===== config.mk =====
export PLATFORM = sky130hd
export DESIGN_NAME = seq_mul_req
export DESIGN_NICKNAME = d
export VERILOG_FILES = /design/src/rtl/seq_mul_pkg.sv /design/src/rtl/seq_mul_req_timeout_cnt.sv /design/src/rtl/seq_mul_req.sv
export SDC_FILE = /design/constraint.sdc
export NUM_CORES = 1
export LEC_CHECK = 0
export ABC_AREA = 1
export BUFFER_PORTS_ARGS = -buffer_cell sky130_fd_sc_hd__buf_2
export CAP_MARGIN = 20
export CORE_ASPECT_RATIO = 0.75
export CORE_UTILIZATION = 48
export DETAILED_ROUTE_END_ITERATION = 8
export GPL_ROUTABILITY_DRIVEN = 0
export GPL_TIMING_DRIVEN = 0
export PLACE_DENSITY = 0.85
export SETUP_SLACK_MARGIN = 0.5
export SYNTH_ARGS = -nofsm -noshare
export SYNTH_HDL_FRONTEND = slang
export SYNTH_SLANG_ARGS = --single-unit

===== constraint.sdc =====
create_clock -name clk -period 2.2 [get_ports clk]
set_clock_uncertainty 0.05 [all_clocks]
set_input_delay 0.55 -clock clk [delete_from_list [all_inputs] [get_ports clk]]
set_output_delay 0.55 -clock clk [all_outputs]
set_load 0.005 [all_outputs]

===== src/rtl/seq_mul_pkg.sv =====
// Shared definitions for the req/ack sequential multiplier pair.
// Holds the FSM state encoding and the default operand/product widths.
package seq_mul_pkg;

  localparam int DW_DEFAULT = 4;
  localparam int PW_DEFAULT = 2 * DW_DEFAULT;

  typedef enum logic [1:0] {
    ST_IDLE = 2'd0,
    ST_REQ  = 2'd1,
    ST_RESP = 2'd2
  } state_e;

  function automatic int prod_width(input int dw);
    return 2 * dw;
  endfunction

endpackage


===== src/rtl/seq_mul_req_timeout_cnt.sv =====
// Cycle counter bounding how long a request may wait for its ack.
// expired is combinational so the FSM can abort in the same cycle it fires.
module req_timeout_cnt
  import seq_mul_pkg::*;
#(
  parameter int TO_W    = 8,
  parameter int TIMEOUT = 200
) (
  input  logic clk,
  input  logic rst,
  input  logic clr,
  input  logic en,
  output logic expired
);

  localparam logic [TO_W-1:0] LAST = TO_W'(TIMEOUT - 1);

  logic [TO_W-1:0] count;

  always_ff @(posedge clk or posedge rst) begin
    if (rst) begin
      count <= '0;
    end else if (clr) begin
      count <= '0;
    end else if (en) begin
      count <= count + 1'b1;
    end
  end

  assign expired = en && (count == LAST);

endmodule


===== src/rtl/seq_mul_req.sv =====
// Initiator side of the req/ack multiplier handshake: takes operand pairs from a host,
// issues them as a level request, and returns the product (or a timeout error) to the host.
module seq_mul_req
  import seq_mul_pkg::*;
#(
  parameter int DW      = DW_DEFAULT,
  parameter int TO_W    = 8,
  parameter int TIMEOUT = 200
) (
  input  logic            clk,
  input  logic            rst,
  input  logic            in_valid,
  output logic            in_ready,
  input  logic [DW-1:0]   in_op1,
  input  logic [DW-1:0]   in_op2,
  output logic            req,
  output logic [2*DW-1:0] req_data,
  input  logic            ack,
  input  logic [2*DW-1:0] ack_data,
  output logic            out_valid,
  input  logic            out_ready,
  output logic [2*DW-1:0] out_res,
  output logic            out_err,
  output logic            busy,
  output logic            spur_ack
);

  localparam int PW = prod_width(DW);

  state_e state;
  state_e state_nxt;
  logic   accept;
  logic   expired;

  assign accept = (state == ST_IDLE) && in_valid;

  req_timeout_cnt #(
    .TO_W    (TO_W),
    .TIMEOUT (TIMEOUT)
  ) u_timeout (
    .clk     (clk),
    .rst     (rst),
    .clr     (accept),
    .en      (state == ST_REQ),
    .expired (expired)
  );

  always_ff @(posedge clk or posedge rst) begin
    if (rst) begin
      state <= ST_IDLE;
    end else begin
      state <= state_nxt;
    end
  end

  // An ack in the timeout cycle still counts as a completed transaction.
  always_comb begin
    state_nxt = state;
    case (state)
      ST_IDLE: if (in_valid) state_nxt = ST_REQ;
      ST_REQ:  if (ack || expired) state_nxt = ST_RESP;
      ST_RESP: if (out_ready) state_nxt = ST_IDLE;
      default: state_nxt = ST_IDLE;
    endcase
  end

  // Outputs decode straight from the state register, so reset drops req at once.
  assign req       = (state == ST_REQ);
  assign out_valid = (state == ST_RESP);
  assign in_ready  = (state == ST_IDLE);
  assign busy      = (state != ST_IDLE);

  always_ff @(posedge clk or posedge rst) begin
    if (rst) begin
      req_data <= '0;
      out_res  <= '0;
      out_err  <= 1'b0;
      spur_ack <= 1'b0;
    end else begin
      if (accept) begin
        req_data <= {in_op1, in_op2};
      end
      if (state == ST_REQ) begin
        if (ack) begin
          out_res <= ack_data[PW-1:0];
          out_err <= 1'b0;
        end else if (expired) begin
          out_res <= '0;
          out_err <= 1'b1;
        end
      end
      if (ack && (state != ST_REQ)) begin
        spur_ack <= 1'b1;
      end
    end
  end

endmodule


==> metrics.cfg <==
[outcome]
run_status = completed

[synthesis]
post_synth_main_area_contributors = dfrtp_1 (55%), nand2_1 (18%), inv_1 (5.0%)
yosys_warnings = 0
postSynthCellCount = 150
synth_simple_gate_area_share_pct = 30.0
synth_area_in_compound_gates_pct = 7.12
synth-adder-area-share_pct = 0.976
postSynthAreaPerCell_um2 = 8.55
synth_sequential_area_ratio_pct = 54.6
synthDistinctLibCells = 21
synth_xor_xnor_area_share_pct = 0
synth_top_cell_area_share_pct = 54.6
yosys_register_bits = 28
combinational_family_with_the_most_area_after_synthesis = simple AND/OR/NAND/NOR gates
synth_top_area_cell = dfrtp_1
synth_mux_area_share_pct = 0
synthesis.area_mm2 = 0.00128
synth_fp_nets = 172

[timing]
count_of_final_setup_violators = 0
fin_tns_setup_ns = 0
final_max_slew_viol_count = 0
finalCriticalPeriod_ns = 1.72
slew_worst_pin_ns = 0.265
relSlewSlack_pct = 82.3
setup_ws_ns = 0.482
grt_setup_unrepaired = true
final_hold_viol_count = 0
max_clock_freq_mhz = 582
post-route-period-util_pct = 78.1

[critical_path]
timing_worst_setup_path_type = reg2out
r2r_setup_slack_ns = 0.76
critical_path.max_fanout = 2
worst-endpoint-arrival_ns = 1.12
startpoint_type = flip-flop
timing.critical_path.required_ns = 1.60
worst_setup_path_end_kind = output port

[final_layout]
postLayoutCoreUtil_pct = 68.2
fin_nets = 223
synth_to_layout_area_growth_pct = 27.8
drive_gt1_share_pct = 32.0
post-route-cell-area_mm2 = 0.00164
num_antenna_cells = 0

[floorplan]
fp.dieW_um = 61.7
boundaryPins = 43
core_area_mm2 = 0.00240
die-height_um = 46.8
floorplan.die_area_mm2 = 0.00288
start_util_pct = 53.4
placement_rows = 15

[clocking]
tritoncts = built
cts_buffer_depth = 2
clkSlewWorstSetupHoldPaths_ns = 0.14
clock-sinks = 28
clk_latency_ns = 0.32
holdBufCountCts = 0
clock_buffer_count_from_cts = 3
cts_root_buffer = clkbuf_4
htreeDepth = 1

[drt]
drt-total-wl_um = 2860
drt-vias-per-instance = 4.87
drt-initial-drc-count = 54
wl_per_cell_um = 12.2
remaining_design_rule_violation_count = 0
dr.pass1.iters = 4
vias = 1139
remaining_antenna_violation_count_after_routing = 0

[placed_design]
portBuffers = 42
dpl_cell_area_mm2 = 0.00154
detailedPlacementHpwl_um = 2160
detailedPlace.worstSlack_ns = 0.647

[power_and_ir_drop]
powerDensity_mw_per_mm2 = 1160
leakage_nw = 0.928
irDropWorstVdd_mv = 0.630
fin_total_pwr_mw = 1.90

[global_routing]
grt_pass1_wl_um = 4170
track_usage_pct = 20.6
grt_max_degree = 29
first_global_vias = 961
global_route.overflow_total = 0
antenna_violations_before_repair = 0

[run]
maxCapViolCount = 0

[min_path]
timing.hold.worst.class = in2async

repair_timing:
item                                    in CTS  in global routing
gates resized for setup                      2                  2
setup buffers                                2                  1
pin swaps                                    1                  2
endpoints found under the setup margin       4                  4
cells in the mapped netlist:
cell type and number:
a22o_2 1, buf_6 2, dfrtp_1 28, ha_1 1
inv_1 17, inv_2 2, nand2_1 61, nand2_2 1
nand2_4 1, nand3_1 9, nand4_1 1, nor2_1 8
nor2_2 1, nor2_4 4, nor3_1 1, o211ai_1 1
o21ai_0 7, o21ai_1 1, o21bai_1 1, o21bai_4 1
o31ai_1 1
layout make-up:
cell class / instances / area [um^2]
buffer: 2 / 22.5
clock buffer: 4 / 36.3
fill: 212 / 763
inverter: 19 / 71.3
multi-input combinational: 101 / 493
sequential: 28 / 701
tap: 34 / 42.5
timing repair buffer: 46 / 273
metrics by stage:
step | instances | hold slack, ns
3_3_place_gp | 226 | 0.400
2_1_floorplan | 150 | 0.415
3_5_place_dp | 226 | 0.404
4_1_cts | 232 | 0.348
5_1_grt | 234 | 0.0298
6_report | 234 | 0.0521
cell usage in the layout, fill, tap and decap left out, types with 2 or more instances in the layout:
cell	instances
buf_2	40
buf_4	3
buf_6	4
clkbuf_4	3
dfrtp_1	28
inv_1	16
inv_2	3
nand2_1	61
nand2_4	2
nand3_1	9
nor2_1	8
nor2_4	4
o21ai_0	7
critical path, stage by stage (launching register included):
cell,delay (ns)
dfrtp_1,0.42
inv_2,0.11
nor2_4,0.04
buf_6,0.12
buf_6,0.10
layer usage:
layer	GRT usage, %	part of all wire [%]	up-vias
li1	-	-	564
met1	25.2	40	527
met2	35.5	53	40
met3	6.34	5.4	8
met4	6.22	1.5	0
met5	0	0	-
power by group:
part / internal (mW) / switching, mW / total [mW] / leakage (nW)
registers: 0.693 / 0.111 / 0.803 / 0.355
logic: 0.391 / 0.463 / 0.854 / 0.551
clock network: 0.101 / 0.141 / 0.242 / 0.0210
total: 1.18 / 0.714 / 1.90 / 0.928
state kept, by name, indices dropped and copies added (netlist names):
name,flops
req_data,8
out_res,8
spur_ack,1
out_err,1
u_timeout.count,8
state,2
path summary, 6_finish.rpt:
kind                            cells past startpoint               start          end
worst max-delay path                                4            state[0]          req
worst min-delay path                                2                 rst   out_res[1]
worst max register to register                      5  u_timeout.count[0]     state[1]
worst min register to register                      1            spur_ack     spur_ack
max in group asynchronous                           3                 rst  req_data[2]
min in group clk                                    2           out_ready     state[1]
cell families (layout without fill, tap and decap cells):
logic type,Yosys count,count (layout)
AND/OR/NAND/NOR,87,87
flip-flops,28,28
buffers and inverters,21,71
AO/OA/AOI/OAI,13,13
adder cells (fa/ha/maj),1,1
(Power assumes the default switching activity.)
